<file path="src/rtl/uart_pkg.sv">
// uart_pkg: definitions shared by the UART transmitter and its baud-rate
// timer (and by a matching receiver later on).
//   uart_state_e      - frame sequencing states
//   IDLE_LEVEL        - line level while no frame is being sent
//   DATA_BITS         - payload bits per frame
//   calc_clks_per_bit - clock cycles per serial bit from CLK_FREQ/BAUD
//   calc_cnt_width    - width of a counter covering 0..clks-1 (min 1 bit)
//   even_parity       - XOR of a byte (used only when UART_TX_PARITY_EN is set)
package uart_pkg;

  typedef enum logic [2:0] {
    IDLE   = 3'd0,
    START  = 3'd1,
    DATA   = 3'd2,
    PARITY = 3'd3,
    STOP   = 3'd4
  } uart_state_e;

  localparam logic IDLE_LEVEL = 1'b1;
  localparam int   DATA_BITS  = 8;

  function automatic int calc_clks_per_bit(input int clk_freq, input int baud);
    return clk_freq / baud;
  endfunction

  function automatic int calc_cnt_width(input int clks);
    return (clks <= 2) ? 1 : $clog2(clks);
  endfunction

  function automatic logic even_parity(input logic [7:0] b);
    return ^b;
  endfunction

endpackage

</file>
<file path="src/rtl/uart_baud_tick.sv">
// uart_baud_tick: free-running bit-period timer.
// The counter runs 0..CLKS_PER_BIT-1 and wraps; tick is high during the
// cycle in which the counter holds its last value, so the consumer advances
// exactly on the wrap edge. While clear is high the counter is held at 0.
// Ports:
//   clk   - system clock
//   rst   - asynchronous active-high reset
//   clear - hold the counter at 0 (no ticks)
//   tick  - one-cycle pulse, registered
module uart_baud_tick
  import uart_pkg::*;
#(
  parameter int CLKS_PER_BIT = 4
) (
  input  logic clk,
  input  logic rst,
  input  logic clear,
  output logic tick
);

  localparam int            W    = calc_cnt_width(CLKS_PER_BIT);
  localparam logic [W-1:0]  LAST = W'(CLKS_PER_BIT - 1);
  localparam logic [W-1:0]  PRE  = W'(CLKS_PER_BIT - 2);

  logic [W-1:0] cnt_r;
  logic         tick_r;

  // Bit-period counter; tick is registered one cycle ahead (counter at
  // PRE) so it lines up with the counter holding LAST.
  always_ff @(posedge clk or posedge rst) begin
    if (rst) begin
      cnt_r  <= '0;
      tick_r <= 1'b0;
    end else if (clear) begin
      cnt_r  <= '0;
      tick_r <= 1'b0;
    end else if (cnt_r == LAST) begin
      cnt_r  <= '0;
      tick_r <= 1'b0;
    end else begin
      cnt_r  <= cnt_r + W'(1);
      tick_r <= (cnt_r == PRE);
    end
  end

  assign tick = tick_r;

endmodule

</file>
<file path="src/rtl/uart_tx_byte.sv">
// uart_tx_byte: one-byte-per-handshake UART transmitter, LSB first.
// Frame is 8N1 by default; with macro UART_TX_PARITY_EN defined an even
// parity bit is inserted after the data bits (8E1).
// Ports:
//   clk      - system clock
//   rst      - asynchronous active-high reset (line forced idle at once)
//   data     - byte to send, latched only on an accepted handshake
//   new_data - send request
//   block    - flow-control hold-off, gates acceptance only
//   busy     - high from the cycle after acceptance until the frame ends
//   tx       - serial line, idle high
// A byte is accepted when idle, new_data is high and block is low. A held
// new_data is accepted again in the first idle cycle, so back-to-back
// frames show a stop bit one cycle longer than nominal.
module uart_tx_byte
  import uart_pkg::*;
#(
  parameter int CLK_FREQ = 100000000,
  parameter int BAUD     = 1000000
) (
  input  logic       clk,
  input  logic       rst,
  input  logic [7:0] data,
  input  logic       new_data,
  input  logic       block,
  output logic       busy,
  output logic       tx
);

  localparam int         CLKS_PER_BIT = calc_clks_per_bit(CLK_FREQ, BAUD);
  localparam logic [2:0] LAST_BIT     = 3'(DATA_BITS - 1);

  generate
    if (CLKS_PER_BIT < 2) begin : g_bad_baud
      $error("uart_tx_byte: CLK_FREQ/BAUD must be at least 2");
    end
  endgenerate

  uart_state_e state_r;
  logic [7:0]  shift_r;
  logic [2:0]  bit_idx_r;
  logic        tx_r;
  logic        busy_r;
  logic        tick_s;
  logic        clear_s;
`ifdef UART_TX_PARITY_EN
  logic        parity_r;
`endif

  // The timer only runs while a frame is in flight, so every frame starts
  // from a full bit period.
  assign clear_s = (state_r == IDLE);

  uart_baud_tick #(
    .CLKS_PER_BIT(CLKS_PER_BIT)
  ) u_baud_tick (
    .clk  (clk),
    .rst  (rst),
    .clear(clear_s),
    .tick (tick_s)
  );

  // Frame sequencer with registered line and busy outputs.
  always_ff @(posedge clk or posedge rst) begin
    if (rst) begin
      state_r   <= IDLE;
      shift_r   <= 8'h00;
      bit_idx_r <= 3'd0;
      tx_r      <= IDLE_LEVEL;
      busy_r    <= 1'b0;
`ifdef UART_TX_PARITY_EN
      parity_r  <= 1'b0;
`endif
    end else begin
      case (state_r)
        IDLE: begin
          bit_idx_r <= 3'd0;
          if (new_data && !block) begin
            shift_r <= data;
`ifdef UART_TX_PARITY_EN
            parity_r <= even_parity(data);
`endif
            state_r <= START;
            tx_r    <= 1'b0;
            busy_r  <= 1'b1;
          end else begin
            tx_r   <= IDLE_LEVEL;
            busy_r <= 1'b0;
          end
        end
        START: begin
          if (tick_s) begin
            state_r <= DATA;
            tx_r    <= shift_r[0];
          end
        end
        DATA: begin
          if (tick_s) begin
            if (bit_idx_r == LAST_BIT) begin
`ifdef UART_TX_PARITY_EN
              state_r <= PARITY;
              tx_r    <= parity_r;
`else
              state_r <= STOP;
              tx_r    <= IDLE_LEVEL;
`endif
            end else begin
              // Next bit comes from position 1 before the shift lands.
              shift_r   <= {1'b0, shift_r[7:1]};
              tx_r      <= shift_r[1];
              bit_idx_r <= bit_idx_r + 3'd1;
            end
          end
        end
`ifdef UART_TX_PARITY_EN
        PARITY: begin
          if (tick_s) begin
            state_r <= STOP;
            tx_r    <= IDLE_LEVEL;
          end
        end
`endif
        STOP: begin
          if (tick_s) begin
            state_r <= IDLE;
            busy_r  <= 1'b0;
            tx_r    <= IDLE_LEVEL;
          end
        end
        default: begin
          // Unreachable encodings recover to a quiet line.
          state_r <= IDLE;
          busy_r  <= 1'b0;
          tx_r    <= IDLE_LEVEL;
        end
      endcase
    end
  end

  assign tx   = tx_r;
  assign busy = busy_r;

endmodule
</file>
<file path="config.mk">
export PLATFORM = sky130hd
export DESIGN_NAME = uart_tx_byte
export DESIGN_NICKNAME = d
export VERILOG_FILES = /design/src/rtl/uart_pkg.sv /design/src/rtl/uart_baud_tick.sv /design/src/rtl/uart_tx_byte.sv
export SDC_FILE = /design/constraint.sdc
export NUM_CORES = 1
export LEC_CHECK = 0
export ABC_AREA = 1
export ABC_CLOCK_PERIOD_IN_PS = 1900
export CAP_MARGIN = 30
export CELL_PAD_IN_SITES_DETAIL_PLACEMENT = 1
export CELL_PAD_IN_SITES_GLOBAL_PLACEMENT = 1
export CORE_MARGIN = 2
export CORE_UTILIZATION = 41
export DETAILED_ROUTE_END_ITERATION = 10
export PLACE_DENSITY = 0.75
export SYNTH_ARGS = -nofsm -noshare
export SYNTH_HDL_FRONTEND = slang
export SYNTH_HIERARCHICAL = 1
export SYNTH_SLANG_ARGS = --single-unit
export TNS_END_PERCENT = 100
</file>
<file path="constraint.sdc">
create_clock -name clk -period 1.9 [get_ports clk]
set_input_delay 0.57 -clock clk [delete_from_list [all_inputs] [get_ports clk]]
set_output_delay 0.57 -clock clk [all_outputs]
set_load 0.05 [all_outputs]
</file>
Yosys cells after proc, flatten, opt, wreduce, memory -nomap -nowiden. Index checks and enable logic that the tools add are counted. Widths: inputs -> output; s select.

$add $sub $neg: 2. Equality and inequality tests: 12. Multiplexer cells: 26. Bitwise operators: 1. Reductions and logical operators: 10.

Operator list (number): $mux 8 (3); $mux 3 (7); $pmux 8 s2 (1); $eq 7x7->1 const B (2); $mux 7 (2); $pmux 3 s4 (1); $mux 1 (9); $ne 2x1->1 const B (4); $add 7x1->7 const B (1); $eq 3x3->1 const B (2); $pmux 3 s2 (1); $reduce_and 3->1 (2); $reduce_and 5->1 (1); $ne 2x2->1 const B (2); $pmux 1 s4 (1); $reduce_and 4->1 (1); $add 3x1->3 const B (1); $eq 3x1->1 const B (1); $eq 3x2->1 const B (1); $logic_not 3->1 (1); $pmux 1 s3 (1); $reduce_and 2->1 (1); $reduce_bool 2->1 (1); $reduce_or 2->1 (1); other kinds (3) (3).

Flip-flop bits (word level): 24.

Longest topological paths before layout.
Depth in word-level cells: 4. Depth in mapped cells: 9. Gate-level depth less buffers: 9.

Modules after synthesis. The synthesis kept the hierarchy.

Modules (own cells, without submodules): uart_tx_byte (times used 1, cells an instance 120, area each 924.6 µm², seq. area each 401.6 µm²); uart_baud_tick (times used 1, cells an instance 47, area each 392.9 µm², seq. area each 200.2 µm²).

Least setup slack after synthesis. OpenSTA, ideal clock, no wires.

Kind: register to register. Start: register bit_idx_r[0]. End: register shift_r[7]. Arrival: 1276 ps. Path slack: 505 ps. Cell stages (with the launch flop): 9. Path buffers: 0. Clock period less this slack: 1395 ps. Cells stage by stage: dfrtp_1 ha_1 ha_1 inv_1 o21ai_4 nor2_4 nand2_4 nand2_1 nand2_1.

Cells in the longest elaborated chain, start to end: 3.

RTL lines: from (decl) (line uart_tx_byte.sv:41) `logic [2:0] bit_idx_r;`; from (signal assigned) (line uart_tx_byte.sv:111) `bit_idx_r <= bit_idx_r + 3'd1;`; $eq 3x3->1 (line uart_tx_byte.sv:99) `if (bit_idx_r == LAST_BIT) begin`; $ne 2x2->1 (no source line); $reduce_and 4->1 (no source line); to (signal assigned) (line uart_tx_byte.sv:79) `shift_r <= data;`; to (signal assigned) (line uart_tx_byte.sv:109) `shift_r <= {1'b0, shift_r[7:1]};`; to (decl) (line uart_tx_byte.sv:40) `logic [7:0] shift_r;`.

No other way between the ends. A chain may end at the register's enable or synchronous reset.

Worst setup path after layout.
Start: register tx_r (netlist: tx). End: output port tx.

RTL lines: from (decl) (line uart_tx_byte.sv:42) `logic tx_r;`; from (signal assigned) (line uart_tx_byte.sv:94) `tx_r <= shift_r[0];`; from (signal assigned) (line uart_tx_byte.sv:110) `tx_r <= shift_r[1];`; to (decl) (line uart_tx_byte.sv:27) `output logic tx`.

No word-level cell between the ends.

==> metrics <==
WP buf/inv 1; Least-Margin Pin Slew between 0.3 and 0.4 ns; fraction of layout cells with a size suffix above 1 11.4%; Avg WL per Cell 12.4 um; startpoint types flip-flop; antenna-violating nets left 0; Worst EP arrival ~1.0 ns; Die Ht a little over 60 um; Clock Sinks 24; proportion of netlist area held by the largest area contributor 43.7%; Detail Route met3 WL 53 um; final setup fails 0; post-CTS setup repair buffer count 0; uppermost layer routed met4; initial antenna violation count 0; CP Cell Sequence buf_12; number of port buffers 13; Post-DP HPWL between 2 and 2.5 mm; min Tclk post-route approximately 1.6 ns; worst min-delay path class flip-flop to flip-flop; via/cell ratio 4.75; clock skew between 0.009 and 0.01 ns; worst-path fanout max 2; GRT overflow 0; CTS H-tree depth 1; vias post-DR 1,083; global-route wire length before repair ~4.7 mm; Worst-path clk slew between 0.1 and 0.15 ns; Row Count 20; Fill cells 383; Async SR Flop Fraction 100%; CTS max path bufs 2; Syn. warnings 6; Mapped Cells approximately 170; hold wc startpoint busy$_DFFE_PP0P_; ANT cells 0; CTS root buf clkbuf_4; area leader, netlist dfrtp_1; DRC Markers 0; CP delay by family, top flip-flops; max incr delay on CP approximately 0.58 ns; vias in the first global route 1,085; post-CTS resize count 0; setup tns final 0 ns; Mapped Nets 183; Initial DRT Pass Iterations 2; Die X between 60 and 70 um; outcome completed; Main synth FF type dfrtp_1; endpoint class of the critical path primary output; clock buffers created by TritonCTS 3; fin. max-slew vios 0; crit share post-route 84.1%; Die Area 3680 um2; Netlist Area Pre-Place around 1300 um2; number of synthesized flops with an enable pin 0; clk_lat worst skew 0.32 ns; syn_area_per_cell 7.89 um2; ports placed on the boundary 14; kind of critical path flip-flop to primary output; Seq cells post-synth 24; crit path max-delay cell type dfstp_2; largest net degree at the start of global routing 17; Yosys cell types 26; GRT Util Overall 17.5%; required time worst endpoint 1.33 ns; P per Cell Area roughly 1400 nW/um2; ranking of synthesized cells by area dfrtp_1 44%, nand2_1 19%, nand3_1 4.9%, inv_1 4.8%, ha_1 3.8%; sequential fraction of the synthesis area 45.7%; Slew headroom 78.8%; Crit. Startpoint tx$_DFFE_PP1P_; M1 WL 1.33 mm; Core Footprint between 3000 and 4000 um2; routed wire length on met2 1.43 mm; initial core utilization a little over two fifths; Final Hold Vio Count 0; Syn-to-layout area delta 16.3%; multi-input logic area 633 um2; CTS tree done; FMAX 0.626 GHz; WL final 2.83 mm; initial DRC count 36; Max-cap violations 0; Peak supply drop 0.609 mV; FF+latch area 602 um2; Reg2Reg Launch Point bit_idx_r[0]$_DFFE_PP0P_; LEAKAGE 0.000813 uW; post-route cell area 1530 um2; CTS Hold Buffers Added 0; Register-to-Register Setup Slack 0.35 ns; routability cong. 0.851; dpl cell area 1510 um2; Layout Nets 201; RSZ-0062 raised after global routing no
==> final cells by class <==
class | count | area share [%]
clock buffer | 4 | 1.71
inverter | 19 | 4.65
multi-input combinational | 123 | 41.3
sequential | 24 | 39.3
tap | 44 | 3.59
timing repair buffer | 14 | 9.47
==> final timing paths <==
path,endpoint,depth (start not counted)
setup reg to reg,shift_r[7]$_DFFE_PP0P_,8
max in group asynchronous,tx$_DFFE_PP1P_,3
hold / removal,busy$_DFFE_PP0P_,2
min in group asynchronous,u_baud_tick/cnt_r[4]$_DFF_PP0_,2
hold reg to reg,busy$_DFFE_PP0P_,2
setup / recovery,tx,1
==> synth_stat cells, drive strengths merged (2+ instances only) <==
master,instances
a21oi,2
nand3,16
nand4,3
nand2,70
inv,18
o21ai,7
dfrtp,23
nor2,17
ha,4
==> where the power goes <==
group	internal (uW)	switching, uW	total, uW
Combinational	404	736	1140
Sequential	691	153	844
Clock	82.0	155	237
Total	1180	1040	2220
==> kinds of logic (layout without fill, tap and decap cells) <==
| group | count (synthesis) | in the layout | synth area share, % |
|---|---|---|---|
| AND/OR/NAND/NOR | 108 | 108 | 38.4 |
| buffers and inverters | 20 | 37 | 6.27 |
| adder cells (fa/ha/maj) | 4 | 4 | 3.80 |
| XOR/XNOR | 2 | 2 | 1.33 |
| AO/OA/AOI/OAI | 9 | 9 | 4.56 |
| flip-flops | 24 | 24 | 45.7 |
==> sequential cells by signal, indices dropped and copies added (netlist names) <==
name,flops
shift_r,8
u_baud_tick/cnt_r,7
bit_idx_r,3
state_r,3
busy,1
tx,1
u_baud_tick/tick,1
==> placed cells by master, fill, tap and decap left out, drive strengths merged <==
cell	netlist	final
nor3b	1	1
clkinv	1	1
a21oi	2	2
dfstp	1	1
xnor2	1	1
o21ai	7	7
ha	4	4
nor2	17	17
clkdlybuf4s50	0	11
nand4	3	3
nand2	70	70
dfrtp	23	23
nand3	16	16
inv	18	18
buf	1	3
xor2	1	1
clkbuf	0	4
nor3	1	1
==> per-stage QoR <==
stage / instances / hold slack (ns) / power, uW / setup slack, ns / utilization, %
3_3_place_gp: 224 / 0.463 / 1950 / 0.192 / 49.3
2_1_floorplan: 167 / 0.386 / 1710 / 0.505 / -
4_1_cts: 228 / 0.500 / 2260 / 0.281 / 50.2
6_report: 228 / 0.495 / 2220 / 0.302 / 50.2
5_1_grt: 228 / 0.533 / 2450 / 0.205 / 50.2
3_5_place_dp: 224 / 0.469 / 2010 / 0.146 / 49.3
==> per-layer routing <==
metal / up-vias / track usage (%)
li1: 557 / -
met1: 517 / 21.2
met2: 7 / 30.9
met3: 2 / 2.77
met4: 0 / 7.14
met5: - / 0
Note: power is estimated with default switching activity, not from simulation.
==> edit: new RTL, same settings <==
The option `UART_TX_PARITY_EN` is turned on by a define.
--- a/src/rtl/uart_tx_byte.sv
+++ b/src/rtl/uart_tx_byte.sv
@@ -12,6 +12,8 @@
 // A byte is accepted when idle, new_data is high and block is low. A held
 // new_data is accepted again in the first idle cycle, so back-to-back
 // frames show a stop bit one cycle longer than nominal.
+`define UART_TX_PARITY_EN
+
 module uart_tx_byte
   import uart_pkg::*;
 #(
Function: same outputs for any inputs over 10 cycles, from zero or initial values and one cycle with rst high; that may be too few to reach the edited logic, so the function may still have changed.
==> edit against the original RTL <==
Core utilization decreased by 1.7 points. Area after synthesis increased by 18%. Sequential cell count increased by 1. Cell area increased by 16%. Count of clock-buffer cells in the layout unchanged. Worst setup slack got worse by 0.074 ns. Wire length increased by 25%. Worst hold slack got worse by 0.0051 ns. Critical path type is now reg2reg. Highest routed layer unchanged.
Power is not compared: it rests on default switching activity, and its combinational part moved more than twofold at a synthesized area within 25%.
==> edit: results (changes against the original RTL) <==
Reg clk slew, reported paths=0.09 ns (-0.04 ns); Leakage=0.912 nW; setup slack, reg-to-reg=0.23 ns (-0.12 ns); top post-synthesis cells by area=dfrtp_1 (39%), nand2_1 (15%), inv_1 (8.7%); H-tree levels=1 (unchanged); drt wl/cell=12.9 um (+4.2%); DP HPWL=2820 um (+33%); Net Count, Synth=225 (+23%); Post-synth top cells=nand2_1 (63), inv_1 (36), dfrtp_1 (24), nor2_1 (19), nand3_1 (15); Finished Layout Cells=273 (+20%); CTS root buf=clkbuf_8; Iter 0 DRT Violations=21 (-42%); Peak VDD IR=0.286 mV; Placer Congestion=0.791 (-7.0%); Worst-Skew Late Latency=0.26 ns (-0.06 ns); Netlist cell types=28 (+7.7%); FMAX=0.598 GHz (-4.5%); worst hold slack=0.490 ns (-0.00511 ns); post-layout net count=242 (+20%); status=completed; Vias per Instance=4.96 (+4.4%); share of cells above drive strength 1=13.3% (+1.9 points); Fillers=481 (+26%); crit-path max FO=15 (+13); initial antenna violation count=0 (unchanged); Post-CTS Hold Buffers=0 (unchanged); sequential element share of the synthesized area=40.2% (-5.4 points); vias in the first global route=1451 (+34%); Hold Crit Class=reg2reg; setup slack at placement=0.0468 ns (-0.0989 ns); Post-synth ARST share=100% (unchanged); first-pass GRT wire length=6250 um (+32%); Worst Tran Pin Value=0.329 ns (+0.0100 ns); CTS Buffer Depth=2 (unchanged); GRT Total Usage=18.7% (+1.2 points); post-CTS setup buffers=0 (unchanged); YS warnings=6 (unchanged); CTS buffer count=3 (unchanged); post-synthesis area per instance=7.45 um^2 (-5.5%); setup_tns=0 ns (unchanged); first drt pass iteration count=4 (+2); largest net degree at the start of global routing=18 (+1); clk_skew=0.00295 ns (-0.00654 ns)
==> edit: cell types whose count changed after synthesis, sizes merged <==
cell	unedited run	this run
o211ai	0	8
dfrtp	23	24
nand2	70	68
clkinv	1	0
nor2	17	22
xnor2	1	2
inv	18	39
nand4	3	1
buf	1	3
o21ai	7	13
a21oi	2	5
==> edit: metal layers <==
metal | vias to the layer above | share of wire (%) | track usage, %
met2 | 12 | 54 | 35.6
met3 | 2 | 1.9 | 1.71
met4 | 0 | 0.65 | 6.25
met5 | - | 0 | 0
li1 | 679 | - | -
met1 | 661 | 44 | 21.6
==> edit: critical path, cell delays in order (launching register included) <==
cell      delay [ns]
dfrtp_1         0.41
ha_1            0.21
ha_1            0.21
inv_1           0.08
nand2_1         0.07
inv_1           0.12
nand2_2         0.08
nand2_4         0.20
o211ai_1        0.15
o21ai_2         0.07
==> edit: per-stage QoR <==
step / power, mW / utilization, % / cell area, um^2
floorplan: 0.583 / - / 1560
global placement: 0.623 / 47.3 / 1730
detailed placement: 0.627 / 47.3 / 1730
CTS: 0.946 / 48.5 / 1780
global route: 0.975 / 48.5 / 1780
finish: 0.928 / 48.5 / 1780
==> edit: area by class of cell <==
cell class	count	share of cell area (%)
inverters	39	8.38
clock buffers	4	2.54
flip-flops and latches	25	35.3
well taps	48	3.38
repair buffers	15	8.59
multi-input cells	142	41.8
==> edit: worst paths after layout <==
kind / startpoint / endpoint / cells past startpoint
worst max register to register: bit_idx_r[0] / shift_r[3] / 9
worst max-delay path: bit_idx_r[0] / shift_r[3] / 9
min in group asynchronous: rst / u_baud_tick/cnt_r[1] / 2
max in group asynchronous: rst / tx / 3
worst min register to register: bit_idx_r[0] / bit_idx_r[0] / 1
worst min-delay path: bit_idx_r[0] / bit_idx_r[0] / 1
==> edit: logic make-up after synthesis <==
| group | synth area share, % |
|---|---|
| buffers and inverters | 12.0 |
| flip-flops | 40.2 |
| AO/OA/AOI/OAI | 12.2 |
| XOR/XNOR | 1.69 |
| adder cells (fa/ha/maj) | 3.21 |
| AND/OR/NAND/NOR | 30.6 |
==> edit: power by group <==
group          switching [mW]  total (mW)  internal (mW)
clock                   0.163       0.313          0.150
sequential                  0       0.532          0.532
combinational          0.0475      0.0835         0.0360
